===== src/rtl/product_accumulator_if.sv =====
// Bus between the multiplier/consumer side and product_accumulator.
//   tag_valid_in / tag_last_in : operand tag issued with each multiplier input pair
//   product_in                 : signed product straight from the multiplier output
//   out_data / out_valid       : FIFO head and non-empty flag
//   out_ready                  : consumer accept
//   fifo_count                 : FIFO occupancy
//   fifo_overflow              : sticky drop flag
// master = producer/consumer side, slave = accumulator.
interface product_accumulator_if #(
    parameter int PROD_W     = 19,
    parameter int OUT_W      = 11,
    parameter int FIFO_DEPTH = 4
);
    logic                             tag_valid_in;
    logic                             tag_last_in;
    logic signed [PROD_W-1:0]         product_in;
    logic signed [OUT_W-1:0]          out_data;
    logic                             out_valid;
    logic                             out_ready;
    logic [$clog2(FIFO_DEPTH):0]      fifo_count;
    logic                             fifo_overflow;

    modport master (
        output tag_valid_in, tag_last_in, product_in, out_ready,
        input  out_data, out_valid, fifo_count, fifo_overflow
    );

    modport slave (
        input  tag_valid_in, tag_last_in, product_in, out_ready,
        output out_data, out_valid, fifo_count, fifo_overflow
    );
endinterface


===== src/rtl/product_accumulator.sv =====
// product_accumulator
// Follows the pipelined 11x8 multiplier. A {valid,last} tag issued with each
// operand pair is delayed MULT_LATENCY cycles so it lines up with the product.
// Aligned products are summed per group; on "last" the group sum is rounded,
// arithmetically shifted by SHIFT and saturated to OUT_W bits, then queued in
// a show-ahead FIFO.
// Ports:
//   clk  : system clock, rising edge
//   rst  : synchronous active-high reset
//   bus  : product_accumulator_if.slave (tags, product, FIFO output side)
// No backpressure toward the multiplier: a full FIFO drops the result and
// sets the sticky fifo_overflow flag. MULT_LATENCY must be at least 2.
module product_accumulator #(
    parameter int PROD_W       = 19,
    parameter int MULT_LATENCY = 9,
    parameter int ACC_W        = 24,
    parameter int SHIFT        = 7,
    parameter int OUT_W        = 11,
    parameter int FIFO_DEPTH   = 4
) (
    input  logic                   clk,
    input  logic                   rst,
    product_accumulator_if.slave   bus
);

    localparam int PTR_W   = $clog2(FIFO_DEPTH);
    localparam int CNT_W   = PTR_W + 1;
    localparam int BIAS_SH = (SHIFT > 0) ? SHIFT - 1 : 0;
    localparam logic [ACC_W:0] ROUND_ONE  = {{ACC_W{1'b0}}, 1'b1};
    localparam logic [ACC_W:0] ROUND_BIAS = (SHIFT > 0) ? (ROUND_ONE << BIAS_SH) : '0;

    // ------------------------------------------------------------------
    // Tag delay line; last is qualified with valid on entry.
    // ------------------------------------------------------------------
    logic [MULT_LATENCY-1:0] r_tag_valid;
    logic [MULT_LATENCY-1:0] r_tag_last;
    logic                    w_al_valid;
    logic                    w_al_last;

    always_ff @(posedge clk) begin
        if (rst) begin
            r_tag_valid <= '0;
            r_tag_last  <= '0;
        end else begin
            r_tag_valid <= {r_tag_valid[MULT_LATENCY-2:0], bus.tag_valid_in};
            r_tag_last  <= {r_tag_last[MULT_LATENCY-2:0],
                            bus.tag_valid_in & bus.tag_last_in};
        end
    end

    assign w_al_valid = r_tag_valid[MULT_LATENCY-1];
    assign w_al_last  = r_tag_last[MULT_LATENCY-1];

    // ------------------------------------------------------------------
    // Accumulator and group-sum register (wraps modulo 2^ACC_W).
    // ------------------------------------------------------------------
    logic signed [ACC_W-1:0] r_acc;
    logic signed [ACC_W-1:0] r_stage_sum;
    logic                    r_stage_valid;
    logic signed [ACC_W-1:0] w_term;
    logic signed [ACC_W-1:0] w_sum;

    assign w_term = {{(ACC_W-PROD_W){bus.product_in[PROD_W-1]}}, bus.product_in};
    assign w_sum  = r_acc + w_term;

    always_ff @(posedge clk) begin
        if (rst) begin
            r_acc         <= '0;
            r_stage_sum   <= '0;
            r_stage_valid <= 1'b0;
        end else begin
            r_stage_valid <= w_al_valid & w_al_last;
            if (w_al_valid && w_al_last) begin
                r_stage_sum <= w_sum;
                r_acc       <= '0;
            end else if (w_al_valid) begin
                r_acc <= w_sum;
            end
        end
    end

    // ------------------------------------------------------------------
    // Round half-up, shift, saturate. One extra bit so the bias add on a
    // near-full-scale positive sum cannot wrap.
    // ------------------------------------------------------------------
    logic signed [ACC_W:0]         w_biased;
    logic signed [ACC_W:0]         w_shifted;
    logic [ACC_W-OUT_W+1:0]        w_upper;
    logic [OUT_W-1:0]              w_result;

    assign w_biased  = {r_stage_sum[ACC_W-1], r_stage_sum} + ROUND_BIAS;
    assign w_shifted = w_biased >>> SHIFT;
    // In range only when every bit above the output sign bit matches it.
    assign w_upper   = w_shifted[ACC_W:OUT_W-1];

    always_comb begin
        w_result = w_shifted[OUT_W-1:0];
        if (!((&w_upper) || (~|w_upper))) begin
            w_result = w_shifted[ACC_W] ? {1'b1, {(OUT_W-1){1'b0}}}
                                        : {1'b0, {(OUT_W-1){1'b1}}};
        end
    end

    // ------------------------------------------------------------------
    // Show-ahead output FIFO.
    // ------------------------------------------------------------------
    logic [OUT_W-1:0] r_mem [FIFO_DEPTH];
    logic [PTR_W-1:0] r_wr_ptr;
    logic [PTR_W-1:0] r_rd_ptr;
    logic [CNT_W-1:0] r_count;
    logic             r_overflow;
    logic             w_pop;
    logic             w_full;
    logic             w_push;
    logic             w_drop;

    assign w_pop  = (r_count != '0) & bus.out_ready;
    assign w_full = (r_count == CNT_W'(FIFO_DEPTH));
    // A pop in the same cycle frees the slot for a push into a full FIFO.
    assign w_push = r_stage_valid & (~w_full | w_pop);
    assign w_drop = r_stage_valid & w_full & ~w_pop;

    always_ff @(posedge clk) begin
        if (w_push) begin
            r_mem[r_wr_ptr] <= w_result;
        end
    end

    always_ff @(posedge clk) begin
        if (rst) begin
            r_wr_ptr   <= '0;
            r_rd_ptr   <= '0;
            r_count    <= '0;
            r_overflow <= 1'b0;
        end else begin
            if (w_push) begin
                r_wr_ptr <= r_wr_ptr + PTR_W'(1);
            end
            if (w_pop) begin
                r_rd_ptr <= r_rd_ptr + PTR_W'(1);
            end
            case ({w_push, w_pop})
                2'b10:   r_count <= r_count + CNT_W'(1);
                2'b01:   r_count <= r_count - CNT_W'(1);
                default: r_count <= r_count;
            endcase
            if (w_drop) begin
                r_overflow <= 1'b1;
            end
        end
    end

    // Head is forced to zero when empty so stale entries never show.
    assign bus.out_valid     = (r_count != '0);
    assign bus.out_data      = (r_count != '0) ? r_mem[r_rd_ptr] : '0;
    assign bus.fifo_count    = r_count;
    assign bus.fifo_overflow = r_overflow;

endmodule


===== src/flat_wrapper.sv =====
// flat-port wrapper written by rule: the top's interface ports become plain ports
module product_accumulator_flat 
#(
    parameter int PROD_W       = 19,
    parameter int MULT_LATENCY = 9,
    parameter int ACC_W        = 24,
    parameter int SHIFT        = 7,
    parameter int OUT_W        = 11,
    parameter int FIFO_DEPTH   = 4
)
  (clk, rst, bus_tag_valid_in, bus_tag_last_in, bus_product_in, bus_out_ready, bus_out_data, bus_out_valid, bus_fifo_count, bus_fifo_overflow);
  product_accumulator_if #(.PROD_W(PROD_W), .OUT_W(OUT_W), .FIFO_DEPTH(FIFO_DEPTH)) bus_i ();
  input  logic clk;
  input  logic rst;
  input wire logic [$bits(bus_i.tag_valid_in)-1:0] bus_tag_valid_in;
  input wire logic [$bits(bus_i.tag_last_in)-1:0] bus_tag_last_in;
  input wire logic [$bits(bus_i.product_in)-1:0] bus_product_in;
  input wire logic [$bits(bus_i.out_ready)-1:0] bus_out_ready;
  output wire logic [$bits(bus_i.out_data)-1:0] bus_out_data;
  output wire logic [$bits(bus_i.out_valid)-1:0] bus_out_valid;
  output wire logic [$bits(bus_i.fifo_count)-1:0] bus_fifo_count;
  output wire logic [$bits(bus_i.fifo_overflow)-1:0] bus_fifo_overflow;
  assign bus_i.tag_valid_in = bus_tag_valid_in;
  assign bus_i.tag_last_in = bus_tag_last_in;
  assign bus_i.product_in = bus_product_in;
  assign bus_i.out_ready = bus_out_ready;
  assign bus_out_data = bus_i.out_data;
  assign bus_out_valid = bus_i.out_valid;
  assign bus_fifo_count = bus_i.fifo_count;
  assign bus_fifo_overflow = bus_i.fifo_overflow;
  product_accumulator #(.PROD_W(PROD_W), .MULT_LATENCY(MULT_LATENCY), .ACC_W(ACC_W), .SHIFT(SHIFT), .OUT_W(OUT_W), .FIFO_DEPTH(FIFO_DEPTH)) u_core (.clk(clk), .rst(rst), .bus(bus_i));
endmodule

===== config.mk =====
export PLATFORM = sky130hd
export DESIGN_NAME = product_accumulator_flat
export DESIGN_NICKNAME = d
export VERILOG_FILES = /design/src/rtl/product_accumulator_if.sv /design/src/rtl/product_accumulator.sv /design/src/flat_wrapper.sv
export SDC_FILE = /design/constraint.sdc
export NUM_CORES = 1
export LEC_CHECK = 0
export BUFFER_PORTS_ARGS = -buffer_cell sky130_fd_sc_hd__buf_2
export CORE_MARGIN = 3
export CORE_UTILIZATION = 50
export CTS_BUF_LIST = sky130_fd_sc_hd__clkbuf_2 sky130_fd_sc_hd__clkbuf_4 sky130_fd_sc_hd__clkbuf_8
export DETAILED_ROUTE_END_ITERATION = 12
export PLACE_DENSITY = 0.71
export SLEW_MARGIN = 15
export SYNTH_ARGS = -nofsm -noshare
export SYNTH_HDL_FRONTEND = slang
export SYNTH_SLANG_ARGS = --single-unit

===== constraint.sdc =====
create_clock -name clk -period 2.6 [get_ports clk]
set_input_delay 0 -clock clk [delete_from_list [all_inputs] [get_ports clk]]
set_output_delay 0 -clock clk [all_outputs]
set_load 0.02 [all_outputs]

==> results by group, run 1 <==
Outcome
  – Status: complete, no violations

Cells and area
  – Fin nets: 673
  – Fill count: 889
  – Fraction of layout cells with a size suffix above 1: 0.223
  – Ant. Diodes: 0
  – Syn-to-layout area delta: 16.7%

CTS
  – Root buf cell: clkbuf_8
  – H-tree Lvls: 4
  – Max Root-Sink Buffers: 2
  – Worst-Skew Late Latency: 420 ps
  – Clk slew on worst S/H paths: approximately 80 ps
  – Sink Count: between 100 and 150
  – CTS tree: built
  – Total CTS buffers: 17

Synth
  – Synth Register Bits: 115
  – Sequential element share of the synthesized area: 0.467
  – Asr flop ratio synth: 0
  – Syn Area/Cell: 10.6 um2
  – Top cell type's share of synthesized area: 0.242
  – EDFF count, synth: 44
  – Synth Flop Type: dfxtp_1
  – Library cells used by synthesis: 71
  – Synthesized area: ~5900 um2
  – Cells after synthesis: 553
  – Yosys top cell by area: dfxtp_1
  – Syn Nets: 608
  – Synth area leaders: dfxtp_1, edfxtp_1, ha_1
  – Synth top cells by count: dfxtp_1, nor2_1, edfxtp_1, nand2_1, ha_1
  – Yosys synthesis warning count: 0
  – Count leader, synth: dfxtp_1

Routing
  – Post-Route WL: 11500 um
  – WL/cell: 14.9 um
  – Final antenna-violating net count: 0
  – DRC: 0
  – Via-to-Cell Ratio: between 5 and 6
  – 1st-iter DRT viols: 231
  – Via Count: 4347
  – DRT Pass-1 Iters: 4

GRT
  – Total global-route track usage: 0.186
  – Largest net degree at the start of global routing: 37
  – Remaining global-route overflow: 0
  – Initial antenna violation count: 0
  – First-pass GRT wire length: 19500 um
  – Vias in the first global route: 4260

Critical path
  – Worst setup EP type: flip-flop
  – Max incr delay on CP: 380 ps
  – WP data arrival: 2790 ps
  – CP max-delay cell: fa_2
  – Buf+Inv Stages, Crit Path: 0
  – CP required: 2910 ps
  – Critical path class: flip-flop to flip-flop
  – Crit path max fanout: 4
  – CP Launch Type: flip-flop
  – Crit path cell chain: ha_4 > fa_2 > a21o_1 > a311oi_2 > o21ai_2 > nand3b_2 > a21oi_2 > or3_1 > a32o_1
  – Crit path max-delay family: compound AO/OA/AOI/OAI gates

Job
  – Max-cap check violation count: 0

Floorplanning
  – Die area: 13100 um2
  – Die Height: around 110 um
  – Initial Util: 0.525
  – Row count: 38
  – Die Wd: 114 um
  – IO Pins: 40
  – Placeable Area: 11200 um2

Timing
  – Hold_ws: ~40 ps
  – Final setup vio count: 0
  – Worst slew margin: 0.547
  – Fin. Hold Viols: 0
  – Tcrit/Tclk final: 0.956
  – Worst-Margin Slew: 680 ps
  – Final Skew: 11.7 ps
  – Fmax: 402 MHz
  – Unrepaired setup endpoints after global routing: true
  – Slew Viols, Final: 0
  – Setup TNS Final: 0 ps
  – Minimum clock period: 2490 ps

Place
  – Final Wtd Congestion: 0.865
  – Detail Placement HPWL: 8090 um
  – IO Port Bufs: 39

Hold path
  – Path type of the worst min-delay path: input port to flip-flop

Pwr
  – Cell Pwr Density: 498 nW/um2
  – Max VDD drop: between 200 and 300 uV
  – Leak: 2.70 nW
## state kept, by name (all words and copies together), names as in the netlist, named ones only
signal and flops:
u_core.r_tag_valid 9, u_core.r_mem 44, u_core.r_stage_sum 18, u_core.r_acc 24, u_core.r_tag_last 9, u_core.bus.fifo_overflow 1
u_core.r_stage_valid 1, u_core.r_rd_ptr 2, u_core.bus.fifo_count 3, u_core.r_wr_ptr 2
## metrics by stage
| stage | worst slack [ps] | area, um2 | instances | util | power, mW |
|---|---|---|---|---|---|
| after floorplan | 106 | 5870 | 553 | - | 1.98 |
| after global placement | 50.5 | 6310 | 730 | 0.565 | 2.03 |
| after detailed placement | 36.1 | 6310 | 730 | 0.565 | 2.03 |
| after CTS | 2.68 | 6690 | 767 | 0.599 | 3.44 |
| after global routing | -23.4 | 6850 | 771 | 0.613 | 3.55 |
| final | 114 | 6850 | 771 | 0.613 | 3.42 |
## power by group
group          total, mW  switching (mW)  internal, mW
logic              0.138          0.0820        0.0557
clock network       1.42           0.745         0.673
registers           1.86        0.000865          1.86
total               3.42           0.828          2.59
## placed cells by master, fill, tap and decap left out, types with 6 or more instances in the layout
cell      netlist  routed
a311oi_2        1       9
xnor2_1        21      21
buf_4           1      26
o21ai_0         6       6
clkbuf_8        0      17
mux2i_1        14      14
o21ai_1        11      11
xor2_1         12      12
dfxtp_1        71      70
nand2_1        30      30
a21o_1          8       8
edfxtp_1       44      44
buf_2           1      39
and2_1         18      18
or3_1           9       9
nor3_1         14      14
a22o_1          8       8
nor2_1         47      47
ha_1           29      28
nand3_1        19      19
nor2b_1        19      19
inv_1          19      19
mux4_2         11      11
a21oi_1        25      22
## logic make-up after synthesis
| group | after synthesis | share of synthesized area |
|---|---|---|
| compound gates | 115 | 0.140 |
| xor+xnor | 34 | 0.0531 |
| fa+ha+maj | 31 | 0.0686 |
| buf+inv | 44 | 0.0303 |
| flops | 115 | 0.467 |
| mux | 26 | 0.0680 |
| simple gates | 188 | 0.173 |
## layer usage
metal / GRT usage / vias up / part of all wire
li1: - / 2172 / -
met1: 0.228 / 2065 / 0.45
met2: 0.319 / 97 / 0.49
met3: 0.0518 / 13 / 0.049
met4: 0.0625 / 0 / 0.0081
met5: 0 / - / 0
## area by class of cell
class,count,area (um2),area share
clock inverter,13,87.6,0.0128
timing repair buffer,70,440,0.0643
tap,140,175,0.0256
multi-input combinational,394,3080,0.450
sequential,115,2740,0.400
clock buffer,19,249,0.0363
inverter,20,75.1,0.0110
## worst paths after layout
path	from	endpoint	cells after the start	slack [ps]
min reg2reg	u_core.r_tag_valid[3]$_SDFF_PP0_	u_core.r_tag_valid[4]$_SDFF_PP0_	1	440
max	u_core.r_acc[0]$_SDFFE_PP0P_	u_core.r_stage_sum[22]$_SDFFE_PP0P_	9	110
max reg2reg	u_core.r_acc[0]$_SDFFE_PP0P_	u_core.r_stage_sum[22]$_SDFFE_PP0P_	9	110
min	rst	u_core.r_wr_ptr[1]$_SDFFE_PP0P_	2	40
## what timing repair did
action,in CTS,in global routing
hold buffers,5,0
endpoints found under the hold margin,4,0
resized for setup,0,23
setup buffers,0,4
setup endpoints to repair,0,51
Power figures use the tool's default switching activity.
==> run 2: changes to the inputs <==
--- a/config.mk
+++ b/config.mk
@@ -10,7 +10,7 @@
 export CORE_UTILIZATION = 50
 export CTS_BUF_LIST = sky130_fd_sc_hd__clkbuf_2 sky130_fd_sc_hd__clkbuf_4 sky130_fd_sc_hd__clkbuf_8
 export DETAILED_ROUTE_END_ITERATION = 12
-export PLACE_DENSITY = 0.71
+export PLACE_DENSITY = 0.7
 export SLEW_MARGIN = 15
 export SYNTH_ARGS = -nofsm -noshare
 export SYNTH_HDL_FRONTEND = slang
==> results by group, run 2 (synthesized netlist as in run 1, its figures left out) <==
Outcome
  – Status: complete, no violations

Routing
  – DRT Pass-1 Iters: 6 (+2)
  – Via Count: 4286 (-1.4%)
  – Post-Route WL: 11600 um (+0.98%)
  – 1st-iter DRT viols: 184 (-20%)
  – Via-to-Cell Ratio: 5.56 (-1.4%)
  – Final antenna-violating net count: 0 (unchanged)
  – WL/cell: 15.1 um (+0.98%)
  – DRC: 0 (unchanged)

Floorplanning
  – Die Wd: 114 um (unchanged)
  – Initial Util: 0.525 (unchanged)
  – Row count: 38 (unchanged)
  – Die Height: 114 um (unchanged)
  – Die area: 13100 um2 (unchanged)
  – IO Pins: 40 (unchanged)
  – Placeable Area: 11200 um2 (unchanged)

GRT
  – Largest net degree at the start of global routing: 37 (unchanged)
  – Vias in the first global route: 4186 (-1.7%)
  – Initial antenna violation count: 0 (unchanged)
  – Remaining global-route overflow: 0 (unchanged)
  – Total global-route track usage: 0.184 (-0.00220)
  – First-pass GRT wire length: 19300 um (-1.4%)

Hold path
  – Hold path depth: 2 (unchanged)
  – Path type of the worst min-delay path: input port to flip-flop

Cells and area
  – Largest register FFs: 44 (unchanged)
  – Most flops, register: u_core.r_mem
  – Most common library cell in the layout ignoring fill and taps: dfxtp_1
  – Ant. Diodes: 0 (unchanged)
  – Fraction of layout cells with a size suffix above 1: 0.216 (-0.00792)
  – Post-Route Utilization: 0.621 (+0.00728)
  – Most frequent cells in the layout: dfxtp_1, nor2_1, edfxtp_1
  – Non-filler cells in the finished layout: 771 (unchanged)
  – Syn-to-layout area delta: 18.1%
  – Top flop regs: u_core.r_mem (44), u_core.r_acc (24), u_core.r_stage_sum (18)
  – Fin nets: 673 (unchanged)

Critical path
  – Worst setup EP type: flip-flop
  – Register-to-register setup slack: 100 ps (about the same)
  – Crit path max fanout: 10 (+6)
  – CP Launch Type: flip-flop
  – Critical path class: flip-flop to flip-flop
  – CP required: 2770 ps (-140 ps)
  – WP data arrival: 2670 ps (-120 ps)
  – R2R cell count: 8 (-1)

Pwr
  – Cell Pwr Density: 539 nW/um2 (+8.2%)
  – Leak: 2.76 nW (+2.1%)
  – Max VDD drop: 371 uV (+36%)

CTS
  – Max Root-Sink Buffers: 2 (unchanged)
  – Root buf cell: clkbuf_8
  – Worst-Skew Late Latency: 420 ps (about the same)
  – Total CTS buffers: 17 (unchanged)
  – H-tree Lvls: 4 (unchanged)
  – CTS tree: built
  – Sink Count: 115 (unchanged)
  – Clk slew on worst S/H paths: 70 ps (about the same)

Timing
  – Minimum clock period: 2500 ps (+14.6 ps)
  – Fin. Hold Viols: 0 (unchanged)
  – Final Skew: 6.73 ps (-4.95 ps)
  – Slew Viols, Final: 0 (unchanged)
  – Fmax: 400 MHz (-0.58%)
  – Final setup vio count: 0 (unchanged)
  – Setup TNS Final: 0 ps (unchanged)
  – Tcrit/Tclk final: 0.962 (+0.00562)
  – Hold_ws: 39.2 ps (-0.779 ps)
  – Worst slew margin: 0.576 (+0.0292)
  – Worst-Margin Slew: 636 ps (-43.8 ps)

Place
  – IO Port Bufs: 39 (unchanged)
  – Placed cells: 731 (+0.14%)
  – Final Wtd Congestion: 0.852 (-1.4%)
  – Detail Placement HPWL: 8140 um (+0.62%)

Job
  – Max-cap check violation count: 0 (unchanged)
## run 2: final cells by class
| type | count | area (um2) |
|---|---|---|
| clock buffer | 20 | 256 |
| clock inverter | 12 | 163 |
| fill | 897 | 4240 |
| inverter | 20 | 75.1 |
| multi-input combinational | 394 | 3060 |
| sequential | 115 | 2740 |
| tap | 140 | 175 |
| timing repair buffer | 70 | 465 |
## run 2: what timing repair did
item                       4_1_cts  5_1_grt
pin swaps                        1        5
resized for setup                2       15
setup endpoints to repair        9       44
hold buffers                     5        0
hold endpoints to repair         4        0
setup buffers                    0        3
## run 2: power by group
| part | total [mW] | internal [mW] | switching (mW) |
|---|---|---|---|
| registers | 1.86 | 1.86 | 0.000899 |
| clock network | 1.74 | 1.06 | 0.683 |
| logic | 0.135 | 0.0546 | 0.0807 |
| total | 3.74 | 2.98 | 0.765 |
## run 2: stage by stage
stage          area, um2  worst slack, ps  power, mW
5_1_grt             6930            -16.9       3.89
4_1_cts             6820             4.20       3.78
6_report            6930             99.1       3.74
2_1_floorplan       5870              106       1.98
3_5_place_dp        6340            -25.6       2.03
3_3_place_gp        6340             45.5       2.02
## run 2: critical path, cell delays in order, from the launching register on
cell and delay (ps):
dfxtp_1 400, and4_4 290, nand4_4 100, or3_1 330, mux2_1 200, nand2_1 130
o21a_1 230, buf_12 150, a311oi_2 430
## run 2: final timing paths
check / from / endpoint
worst max-delay path: u_core.r_stage_sum[10]$_SDFFE_PP0P_ / u_core.r_mem[2][5]$_DFFE_PP_
worst min-delay path: rst / u_core.r_wr_ptr[1]$_SDFFE_PP0P_
worst max register to register: u_core.r_stage_sum[10]$_SDFFE_PP0P_ / u_core.r_mem[2][5]$_DFFE_PP_
worst min register to register: u_core.r_tag_valid[2]$_SDFF_PP0_ / u_core.r_tag_valid[3]$_SDFF_PP0_
## run 2: routing by layer
metal | wire length (um) | track usage
met2 | 5770 | 0.304
met3 | 401 | 0.0476
met1 | 5360 | 0.230
met4 | 89 | 0.0768
met5 | 0 | 0
==> run 3: changes to the inputs <==
--- a/config.mk
+++ b/config.mk
@@ -10,7 +10,7 @@
 export CORE_UTILIZATION = 50
 export CTS_BUF_LIST = sky130_fd_sc_hd__clkbuf_2 sky130_fd_sc_hd__clkbuf_4 sky130_fd_sc_hd__clkbuf_8
 export DETAILED_ROUTE_END_ITERATION = 12
-export PLACE_DENSITY = 0.7
+export PLACE_DENSITY = 0.67
 export SLEW_MARGIN = 15
 export SYNTH_ARGS = -nofsm -noshare
 export SYNTH_HDL_FRONTEND = slang
==> constraint.sdc (replaced) <==
create_clock -name clk -period 2.38 [get_ports clk]
set_input_delay 0 -clock clk [delete_from_list [all_inputs] [get_ports clk]]
set_output_delay 0 -clock clk [all_outputs]
set_load 0.02 [all_outputs]
==> results by group, run 3 (synthesized netlist as in run 1, its figures left out) <==
Outcome
  – Status: finished, violations left
  – Violated checks: setup timing

Critical path
  – Max incr delay on CP: 350 ps (-80 ps)
  – Worst flop-to-flop path startpoint: u_core.r_acc[0]$_SDFFE_PP0P_
  – Crit path cell chain: ha_4 > fa_2 > a21o_1 > a311oi_2 > o21ai_2 > nand4b_4 > a31oi_4 > or3_1 > a32o_1
  – CP max-delay cell: or3_1
  – WP data arrival: 2740 ps (+70 ps)
  – Register-to-register setup slack: -30 ps (-130 ps)
  – CP required: 2710 ps (-60 ps)
  – Crit path max-delay family: compound AO/OA/AOI/OAI gates
  – Critical path class: flip-flop to flip-flop
  – CP Launch Type: flip-flop
  – Worst setup EP type: flip-flop
  – Reg-to-Reg End: u_core.r_stage_sum[20]$_SDFFE_PP0P_
  – Buf+Inv Stages, Crit Path: 0 (-1)
  – R2R cell count: 9 (+1)
  – Crit path max fanout: 4 (-6)

CTS
  – Total CTS buffers: 17 (unchanged)
  – Max Root-Sink Buffers: 2 (unchanged)
  – Clk slew on worst S/H paths: 70 ps (about the same)
  – H-tree Lvls: 4 (unchanged)
  – Worst-Skew Late Latency: 440 ps (+20 ps)
  – Sink Count: 115 (unchanged)
  – Root buf cell: clkbuf_8
  – CTS tree: built

Hold path
  – Hold path depth: 2 (unchanged)
  – Path type of the worst min-delay path: input port to flip-flop
  – Hold Crit Endpoint: u_core.bus.fifo_count[0]$_SDFFE_PP0P_
  – Worst hold path startpoint: rst

Timing
  – Tcrit/Tclk final: 1.01 (+0.0495)
  – Worst slew margin: 0.581 (+0.00514)
  – Worst-Margin Slew: 628 ps (-7.71 ps)
  – Final worst slack: -27.1 ps (-126 ps)
  – Minimum clock period: 2410 ps (-93.8 ps)
  – Hold_ws: 21.6 ps (-17.6 ps)
  – Unrepaired setup endpoints after global routing: true
  – Fmax: 415 MHz (+3.9%)
  – Final Skew: 7.48 ps (+0.744 ps)
  – Fin. Hold Viols: 0 (unchanged)
  – Setup TNS Final: -27.1 ps (-27.1 ps)
  – Final setup vio count: 1 (+1)
  – Slew Viols, Final: 0 (unchanged)

Floorplanning
  – Die Height: 114 um (unchanged)
  – Initial Util: 0.525 (unchanged)
  – Row count: 38 (unchanged)
  – Placeable Area: 11200 um2 (unchanged)
  – IO Pins: 40 (unchanged)
  – Die Wd: 114 um (unchanged)
  – Die area: 13100 um2 (unchanged)

Cells and area
  – Largest register FFs: 44 (unchanged)
  – Fin nets: 699 (+3.9%)
  – Non-filler cells in the finished layout: 797 (+3.4%)
  – Syn-to-layout area delta: 23.9%
  – Most flops, register: u_core.r_mem
  – Fraction of layout cells with a size suffix above 1: 0.274 (+0.0584)
  – Post-Route Utilization: 0.651 (+0.0305)
  – Fill count: 893 (-0.45%)
  – Most common library cell in the layout ignoring fill and taps: dfxtp_1
  – Ant. Diodes: 0 (unchanged)
  – Fin area: 7270 um2 (+4.9%)
  – Top flop regs: u_core.r_mem (44), u_core.r_acc (24), u_core.r_stage_sum (18)
  – Most frequent cells in the layout: dfxtp_1, buf_4, nor2_1

Job
  – Max-cap check violation count: 0 (unchanged)

Place
  – Placed cells: 751 (+2.7%)
  – Pre-CTS setup slack: -79.4 ps (-53.8 ps)
  – Placed Area: 6490 um2 (+2.4%)
  – IO Port Bufs: 39 (unchanged)
  – Detail Placement HPWL: 8570 um (+5.2%)
  – Final Wtd Congestion: 0.820 (-3.7%)

Routing
  – DRT Pass-1 Iters: 4 (-2)
  – Via Count: 4417 (+3.1%)
  – WL/cell: 15.5 um (+2.7%)
  – 1st-iter DRT viols: 273 (+48%)
  – Final antenna-violating net count: 0 (unchanged)
  – Post-Route WL: 12300 um (+6.2%)
  – DRC: 0 (unchanged)
  – Via-to-Cell Ratio: 5.54 (-0.31%)

GRT
  – Vias in the first global route: 4351 (+3.9%)
  – Largest net degree at the start of global routing: 37 (unchanged)
  – First-pass GRT wire length: 20100 um (+4.6%)
  – Remaining global-route overflow: 0 (unchanged)
  – Initial antenna violation count: 0 (unchanged)
  – Total global-route track usage: 0.195 (+0.0105)

Pwr
  – Leak: 2.94 nW (+6.5%)
  – Cell Pwr Density: 569 nW/um2 (+5.6%)
  – Pwr Total: 4.14 mW (+11%)
  – Max VDD drop: 444 uV (+20%)
[run 3: changes by cell type in the layout (fill, tap and decap cells not counted), moves of 2 or more]
cell / change
clkbuf_8: +5
a21oi_1: -5
ha_4: +4
a21oi_2: +4
clkbuf_4: -2
buf_4: +25
clkinv_1: -3
ha_1: -5
[run 3: layout make-up]
cell class	count	area, um2	share of cell area
Clock buffer	23	310	0.0427
Clock inverter	9	125	0.0172
Inverter	20	75.1	0.0103
Multi-Input combinational cell	394	3180	0.437
Sequential cell	115	2740	0.377
Tap cell	140	175	0.0241
Timing Repair Buffer	96	664	0.0913
[run 3: worst max path at each step]
stage	slack (ps)	cells after the start	to	startpoint
after floorplan	20	9	u_core.r_stage_sum[20]$_SDFFE_PP0P_	u_core.r_acc[0]$_SDFFE_PP0P_
after detailed placement	-80	8	u_core.r_mem[0][4]$_DFFE_PP_	u_core.r_stage_sum[6]$_SDFFE_PP0P_
final	-30	9	u_core.r_stage_sum[20]$_SDFFE_PP0P_	u_core.r_acc[0]$_SDFFE_PP0P_
after global routing	-110	9	u_core.r_stage_sum[20]$_SDFFE_PP0P_	u_core.r_acc[0]$_SDFFE_PP0P_
after global placement	-20	9	u_core.r_stage_sum[23]$_SDFFE_PP0P_	u_core.r_acc[4]$_SDFFE_PP0P_
after CTS	-30	9	u_core.r_stage_sum[20]$_SDFFE_PP0P_	u_core.r_acc[0]$_SDFFE_PP0P_
[run 3: routing by layer]
| layer | vias up | global-route usage | routed length (um) |
|---|---|---|---|
| li1 | 2219 | - | - |
| met1 | 2103 | 0.237 | 5500 |
| met2 | 76 | 0.334 | 6180 |
| met3 | 19 | 0.0523 | 455 |
| met4 | 0 | 0.0673 | 206 |
| met5 | - | 0 | 0 |
[run 3: power breakdown]
group	internal [mW]	switching (mW)
Combinational	0.0703	0.0963
Sequential	2.03	0.00103
Clock	1.18	0.764
Total	3.28	0.861
[run 3: timing repair]
item / CTS / global route
pin swaps: 3 / 12
hold buffers: 5 / 0
setup endpoints to repair: 38 / 58
setup buffers: 3 / 6
gates resized for setup: 18 / 23
endpoints found under the hold margin: 4 / 0
